==> src/rtl/mcycle_unit.sv <==
// -----------------------------------------------------------------------------
// mcycle_unit
//
// Multi-cycle multiply / divide unit. An accepted request runs for exactly
// WIDTH cycles, one radix-2 iteration per cycle. Multiplication uses shift-add
// and division uses restoring shift-subtract. Signed operations run on
// magnitudes, and the signs are applied in the final iteration cycle.
// Result1/Result2 are written only when an operation completes, so partial
// values never reach the outputs.
//
// Handshake: the unit has no output-valid strobe. Start is looked at only
// while Busy=0 (IDLE). A Start sampled high in IDLE at edge N is accepted.
// Busy is then high for cycles N+1..N+WIDTH. Result1/Result2 become valid in
// cycle N+WIDTH+1, the first IDLE cycle after the operation. In that same
// cycle a new Start can be accepted, so operations can run back to back. All
// inputs are ignored while Busy=1.
//
// Ports:
//   CLK          in   clock, rising edge
//   RESET        in   synchronous, active-high; wins over Start
//   Start        in   request an operation (sampled in IDLE only)
//   MCycleOp     in   00 signed mul, 01 unsigned mul, 10 signed div,
//                     11 unsigned div
//   Operand1     in   multiplicand / dividend
//   Operand2     in   multiplier / divisor
//   Result1      out  mul: product low word;  div: quotient
//   Result2      out  mul: product high word; div: remainder
//   Busy         out  operation in progress
//   dbg_state_o  out  FSM state (0 = IDLE, 1 = COMPUTING)
// -----------------------------------------------------------------------------
module mcycle_unit #(
  parameter int WIDTH = 32
) (
  input  logic             CLK,
  input  logic             RESET,
  input  logic             Start,
  input  logic [1:0]       MCycleOp,
  input  logic [WIDTH-1:0] Operand1,
  input  logic [WIDTH-1:0] Operand2,
  output logic [WIDTH-1:0] Result1,
  output logic [WIDTH-1:0] Result2,
  output logic             Busy,
  output logic             dbg_state_o
);

  localparam int CW = (WIDTH > 2) ? $clog2(WIDTH) : 1;
  localparam logic [CW-1:0]      LAST  = CW'(WIDTH - 1);
  localparam logic [CW-1:0]      CONE  = CW'(1);
  localparam logic [WIDTH-1:0]   ONE   = WIDTH'(1);
  localparam logic [2*WIDTH-1:0] ONE2  = (2*WIDTH)'(1);

  typedef enum logic {
    S_IDLE      = 1'b0,
    S_COMPUTING = 1'b1
  } state_e;

  state_e state_q, state_d;

  // ---------------------------------------------------------------------------
  // Datapath registers
  //   hi_q : mul -> running high word of the product (bit WIDTH stays 0)
  //          div -> partial remainder
  //   lo_q : mul -> multiplier, shifted right as product low bits come in
  //          div -> dividend, shifted left as quotient bits come in
  //   a_q  : mul -> multiplicand magnitude; div -> divisor magnitude
  // ---------------------------------------------------------------------------
  logic [CW-1:0]    cnt_q,     cnt_d;
  logic             is_div_q,  is_div_d;
  logic             neg_q,     neg_d;      // negate product / quotient
  logic             rneg_q,    rneg_d;     // negate remainder (dividend sign)
  logic             dz_q,      dz_d;       // divide by zero
  logic [WIDTH-1:0] a_q,       a_d;
  logic [WIDTH:0]   hi_q,      hi_d;
  logic [WIDTH-1:0] lo_q,      lo_d;
  logic [WIDTH-1:0] result1_q, result1_d;
  logic [WIDTH-1:0] result2_q, result2_d;

  logic accept;
  logic last_iter;

  assign accept    = (state_q == S_IDLE) && Start;
  assign last_iter = (state_q == S_COMPUTING) && (cnt_q == LAST);

  // ---------------------------------------------------------------------------
  // FSM: state register
  // ---------------------------------------------------------------------------
  always_ff @(posedge CLK) begin
    if (RESET) begin
      state_q <= S_IDLE;
    end else begin
      state_q <= state_d;
    end
  end

  // ---------------------------------------------------------------------------
  // FSM: next state
  // ---------------------------------------------------------------------------
  always_comb begin
    state_d = state_q;
    case (state_q)
      S_IDLE:      if (Start)     state_d = S_COMPUTING;
      S_COMPUTING: if (last_iter) state_d = S_IDLE;
      default:                    state_d = S_IDLE;
    endcase
  end

  // ---------------------------------------------------------------------------
  // FSM: outputs
  // ---------------------------------------------------------------------------
  always_comb begin
    Busy        = (state_q == S_COMPUTING);
    dbg_state_o = state_q;
  end

  // ---------------------------------------------------------------------------
  // Operand capture: sign detection and magnitudes
  // ---------------------------------------------------------------------------
  logic             signed_op;
  logic             neg1, neg2;
  logic [WIDTH-1:0] mag1, mag2;

  always_comb begin
    signed_op = ~MCycleOp[0];
    neg1      = signed_op & Operand1[WIDTH-1];
    neg2      = signed_op & Operand2[WIDTH-1];
    mag1      = neg1 ? ((~Operand1) + ONE) : Operand1;
    mag2      = neg2 ? ((~Operand2) + ONE) : Operand2;
  end

  // ---------------------------------------------------------------------------
  // One iteration. Every add/subtract runs WIDTH+1 bits wide, so no carry or
  // borrow is lost.
  // ---------------------------------------------------------------------------
  logic [WIDTH:0]   add_sum;
  logic [WIDTH:0]   shifted;
  logic [WIDTH:0]   trial;
  logic             ge;
  logic [WIDTH:0]   iter_hi;
  logic [WIDTH-1:0] iter_lo;

  always_comb begin
    // Multiply: conditionally add the multiplicand, then shift {sum, lo}
    // right by one. The carry out of the add becomes bit WIDTH-1 of hi.
    add_sum = {1'b0, hi_q[WIDTH-1:0]} + (lo_q[0] ? {1'b0, a_q} : '0);

    // Restoring divide: shift the next dividend bit into the remainder, then
    // keep the difference only if it did not underflow. A zero divisor
    // always "succeeds". The quotient becomes all ones, and the remainder
    // collects the dividend unchanged.
    shifted = {hi_q[WIDTH-1:0], lo_q[WIDTH-1]};
    trial   = shifted - {1'b0, a_q};
    ge      = (shifted >= {1'b0, a_q});

    if (is_div_q) begin
      iter_hi = ge ? trial : shifted;
      iter_lo = {lo_q[WIDTH-2:0], ge};
    end else begin
      iter_hi = {1'b0, add_sum[WIDTH:1]};
      iter_lo = {add_sum[0], lo_q[WIDTH-1:1]};
    end
  end

  // ---------------------------------------------------------------------------
  // Final sign fix-up. It is applied to the output of the last iteration, so
  // completion does not need an extra cycle.
  // ---------------------------------------------------------------------------
  logic [2*WIDTH-1:0] prod_mag;
  logic [2*WIDTH-1:0] prod_fin;
  logic [WIDTH-1:0]   quo_fin;
  logic [WIDTH-1:0]   rem_fin;
  logic [WIDTH-1:0]   fin1;
  logic [WIDTH-1:0]   fin2;

  always_comb begin
    prod_mag = {iter_hi[WIDTH-1:0], iter_lo};
    prod_fin = neg_q ? ((~prod_mag) + ONE2) : prod_mag;

    // Most-negative / -1 needs no special case. The magnitude quotient is
    // 2^(WIDTH-1), and negating it wraps back to the same bit pattern.
    quo_fin = neg_q  ? ((~iter_lo) + ONE) : iter_lo;
    rem_fin = rneg_q ? ((~iter_hi[WIDTH-1:0]) + ONE) : iter_hi[WIDTH-1:0];

    // For x/0, the remainder path already reproduces Operand1 bit for bit.
    // Only the quotient has to be forced to all ones, whatever the signs.
    if (dz_q) begin
      quo_fin = '1;
    end

    fin1 = is_div_q ? quo_fin : prod_fin[WIDTH-1:0];
    fin2 = is_div_q ? rem_fin : prod_fin[2*WIDTH-1:WIDTH];
  end

  // ---------------------------------------------------------------------------
  // Datapath next state
  // ---------------------------------------------------------------------------
  always_comb begin
    cnt_d     = cnt_q;
    is_div_d  = is_div_q;
    neg_d     = neg_q;
    rneg_d    = rneg_q;
    dz_d      = dz_q;
    a_d       = a_q;
    hi_d      = hi_q;
    lo_d      = lo_q;
    result1_d = result1_q;
    result2_d = result2_q;

    if (accept) begin
      cnt_d    = '0;
      is_div_d = MCycleOp[1];
      neg_d    = neg1 ^ neg2;
      rneg_d   = neg1;
      dz_d     = MCycleOp[1] && (Operand2 == '0);
      hi_d     = '0;
      if (MCycleOp[1]) begin
        a_d  = mag2;   // divisor
        lo_d = mag1;   // dividend
      end else begin
        a_d  = mag1;   // multiplicand
        lo_d = mag2;   // multiplier
      end
    end else if (state_q == S_COMPUTING) begin
      cnt_d = cnt_q + CONE;
      hi_d  = iter_hi;
      lo_d  = iter_lo;
      if (last_iter) begin
        result1_d = fin1;
        result2_d = fin2;
      end
    end
  end

  // ---------------------------------------------------------------------------
  // Datapath registers
  // ---------------------------------------------------------------------------
  always_ff @(posedge CLK) begin
    if (RESET) begin
      cnt_q     <= '0;
      is_div_q  <= 1'b0;
      neg_q     <= 1'b0;
      rneg_q    <= 1'b0;
      dz_q      <= 1'b0;
      a_q       <= '0;
      hi_q      <= '0;
      lo_q      <= '0;
      result1_q <= '0;
      result2_q <= '0;
    end else begin
      cnt_q     <= cnt_d;
      is_div_q  <= is_div_d;
      neg_q     <= neg_d;
      rneg_q    <= rneg_d;
      dz_q      <= dz_d;
      a_q       <= a_d;
      hi_q      <= hi_d;
      lo_q      <= lo_d;
      result1_q <= result1_d;
      result2_q <= result2_d;
    end
  end

  assign Result1 = result1_q;
  assign Result2 = result2_q;

endmodule
==> config.mk <==
export PLATFORM = sky130hd
export DESIGN_NAME = mcycle_unit
export DESIGN_NICKNAME = d
export VERILOG_FILES = /design/src/rtl/mcycle_unit.sv
export SDC_FILE = /design/constraint.sdc
export NUM_CORES = 1
export LEC_CHECK = 0
export BUFFER_PORTS_ARGS = -buffer_cell sky130_fd_sc_hd__buf_2
export CORE_MARGIN = 2
export CORE_UTILIZATION = 60
export DETAILED_ROUTE_END_ITERATION = 16
export GPL_TIMING_DRIVEN = 0
export PLACE_DENSITY = 0.8
export SYNTH_ARGS = -nofsm -noshare
export SYNTH_HDL_FRONTEND = slang
export SYNTH_SLANG_ARGS = --single-unit
==> constraint.sdc <==
create_clock -name CLK -period 11.05 [get_ports CLK]
set_clock_uncertainty 0.15 [all_clocks]
set_input_delay 1.105 -clock CLK [delete_from_list [all_inputs] [get_ports CLK]]
set_output_delay 1.105 -clock CLK [all_outputs]
set_load 0.01 [all_outputs]
==> results.ini <==
[status]
status=finished, final reports clean

[global_routing]
grt_max_degree=20
first_global_vias=16200
antenna_found_initial=0
grt_pass1_wl_um=91000
grt_usage=0.441
overflow=0

[cells_and_area]
nNetsFinal=2382
syn_to_final_growth_pct=11.0
diodes=0
num-fill-cells=2241
finalNonFillerCells=2584
drive_above_1_share=0.110
fin_area_sq_um=17000

[clock_network]
cts_buffer_depth=2
clk_pin_slew_ps=80
htreeDepth=4
ctsHoldBuffers=0
cts_tree=built
clk_latency_ps=450
cts_made_buffers=17
cts_root_buffer=clkbuf_16
cts_sinks=170
cts.repair.resized=0
cts_setup_buffers=0

[placement]
hpwlAfterDp_um=47400
placed_cells=2552
postPlaceCellArea_sq_um=16400
place.gp.congestion=1.04
port_buffers=133

[setup_path]
required_ps=11240
critical_path.top_delay_family=compound AO/OA/AOI/OAI gates
worstPathCellList=inv_1, ha_1, a21o_1, a21oi_1, o21ai_1, nor3_2, a21oi_4, clkbuf_1, a21oi_1, ha_1, o211ai_1, nor2_1, nand4_1, or2_2, or3_1, clkbuf_1, nor4_1, a31oi_1, nand3b_1, mux2i_1, a311o_1
reg2reg_slack_ps=4320
cp-start-kind=flop
cp_data_arrival_time_ps=6920
endpoint_kind=flop
crit_fanout=10
critical_path_class=flop to flop
slowest_delay_ps=600
rr_worst_depth=21
crit_slowest_cell=nor4_1
r2r_start=a_q[20]$_SDFFE_PP0P_
cp_num_buf_inv=3
r2r-end=Result2[18]$_SDFFE_PP0P_

[min_path]
min_to=Result2[5]$_SDFFE_PP0P_
whs_path_depth=2
holdCritPathClass=flop to flop
hp-start=Result2[5]$_SDFFE_PP0P_

[route]
ant_nets=0
route.met3.wl_um=6370
wirelength_um=60000
route.detailed.drc=0
via_count=17500
m1WireLength_um=23000
wl_met2_um=25800
first_iter_violations=2242
firstDrtPassIters=6
viasPerCell=6.78
route.top_layer_used=met4
wl_per_cell_um=23.2

[synthesis]
synth_fa_ha_area_frac=0.0598
synth_area_leader_cell=dfxtp_1
synth.net_count=2230
ys_types=97
ys.flop_type=dfxtp_1
ys_warn_count=0
synth_top_family_by_area=compound AO/OA/AOI/OAI gates
ys_seq_elements=170
yosys.area_share.simple=0.232
synth_edf_count=0
synth_top_area_frac=0.222
netlist_area_sq_um=15300
synth_xor_area_frac=0.0806
synth_common_cells=nor2_1 (243), nand2_1 (189), a21oi_1 (186), dfxtp_1 (170), a211oi_1 (155)
synthArstFlopShare=0
ys_seq_area_frac=0.222
synth_area_leaders=dfxtp_1 (22%), a211oi_1 (7.6%), a21oi_1 (6.1%)
synth_most_common_cell=nor2_1
synth_mux_area_frac=0.0413
synth_compound_area_frac=0.309
synthCells=2089
synth.avg_cell_area_sq_um=7.33

[sta]
hold_viol=0
period_needed_ps=6730
max_slew_margin=0.0581
fin_crit_sh=0.609
rsz0062_at_grt=false
slew_viol_final=0
worst_slew_pin_slew_ps=1410
setup_viol=0
setup_tns_ps=0
fmax_mhz=149

[pwr]
p_leak_nw=6.69
ir_drop_v=0.0000845
power.density_nw_per_um2=126

[floorplan]
core_sq_um=25100
die_area_sq_um=26800
start_util=0.610
die_w_um=164
die_h_um=164
row_count=58
pin_count=135

[job]
maxCapViolCount=0

-- final cells by class --
class	count	area, sq um	area share
clock buffer	18	439	0.0258
buffer	130	539	0.0317
tap	330	413	0.0243
inverter	82	308	0.0181
timing repair buffer	133	666	0.0392
sequential	170	3400	0.200
clock inverter	14	163	0.00957
multi-input combinational	1707	11100	0.651
-- cells by family (layout without fill, tap and decap cells) --
group,Yosys count,in the layout
DFF,170,170
and+or+nand+nor,733,733
AOI/OAI and AO/OA,699,699
buffers and inverters,212,377
xor gates and xnor gates,141,141
adders and majority gates,72,72
muxes,62,62
-- registers in the layout (all words and copies together) (netlist names) --
| signal | count |
|---|---|
| Result1 | 32 |
| Result2 | 32 |
| a_q | 32 |
| hi_q | 32 |
| lo_q | 32 |
| cnt_q | 5 |
| Busy | 1 |
| dz_q | 1 |
| is_div_q | 1 |
| neg_q | 1 |
| rneg_q | 1 |
-- how the worst max path moves through the flow --
stage,slack [ps],cells past startpoint,startpoint,end
2_1_floorplan,6220,22,a_q[15]$_SDFFE_PP0P_,Result2[18]$_SDFFE_PP0P_
3_3_place_gp,4800,21,hi_q[11]$_SDFFE_PP0P_,Result2[18]$_SDFFE_PP0P_
3_5_place_dp,4740,21,hi_q[11]$_SDFFE_PP0P_,Result2[18]$_SDFFE_PP0P_
4_1_cts,4700,21,hi_q[11]$_SDFFE_PP0P_,Result2[18]$_SDFFE_PP0P_
5_1_grt,4130,21,a_q[20]$_SDFFE_PP0P_,Result2[18]$_SDFFE_PP0P_
6_report,4320,21,a_q[20]$_SDFFE_PP0P_,Result2[18]$_SDFFE_PP0P_
-- power by group --
group	leakage, nW	switching, mW	internal [mW]
registers	1.39	0.0431	0.641
clock network	0.296	0.316	0.313
logic	5.01	0.551	0.277
total	6.69	0.910	1.23
-- worst reg2reg max path, stage by stage, from the launching register on --
cell,delay [ps]
dfxtp_1,470
inv_1,80
ha_1,420
a21o_1,280
a21oi_1,200
o21ai_1,240
nor3_2,410
a21oi_4,250
clkbuf_1,440
a21oi_1,570
ha_1,330
o211ai_1,180
nor2_1,250
nand4_1,150
or2_2,360
or3_1,320
clkbuf_1,200
nor4_1,600
a31oi_1,200
nand3b_1,140
mux2i_1,80
a311o_1,320
-- cells in the final DEF, fill, tap and decap left out, types with 47 or more instances in the layout --
| master | n |
|---|---|
| a211oi_1 | 155 |
| o21ai_0 | 107 |
| clkbuf_1 | 96 |
| xnor2_1 | 85 |
| mux2i_1 | 52 |
| dfxtp_1 | 170 |
| inv_1 | 79 |
| buf_2 | 149 |
| nand2_1 | 189 |
| ha_1 | 70 |
| and2_1 | 47 |
| nor2_1 | 243 |
| nor3_1 | 51 |
| xor2_1 | 56 |
| a21oi_1 | 186 |
-- layer usage --
| metal | GRT usage | vias up |
|---|---|---|
| met5 | 0 | - |
| met4 | 0.307 | 0 |
| met3 | 0.0785 | 264 |
| met2 | 0.690 | 1162 |
| met1 | 0.550 | 8094 |
| li1 | - | 7993 |
-- stage by stage --
stage	worst slack (ps)	total power, mW	hold slack [ps]	util
detailed placement	4740	1.48	296	0.653
global route	4130	2.21	322	0.677
global placement	4800	1.47	289	0.653
finish	4320	2.14	302	0.677
CTS	4700	2.09	307	0.677
floorplan	6220	1.24	290	-
Power figures use the tool's default switching activity.
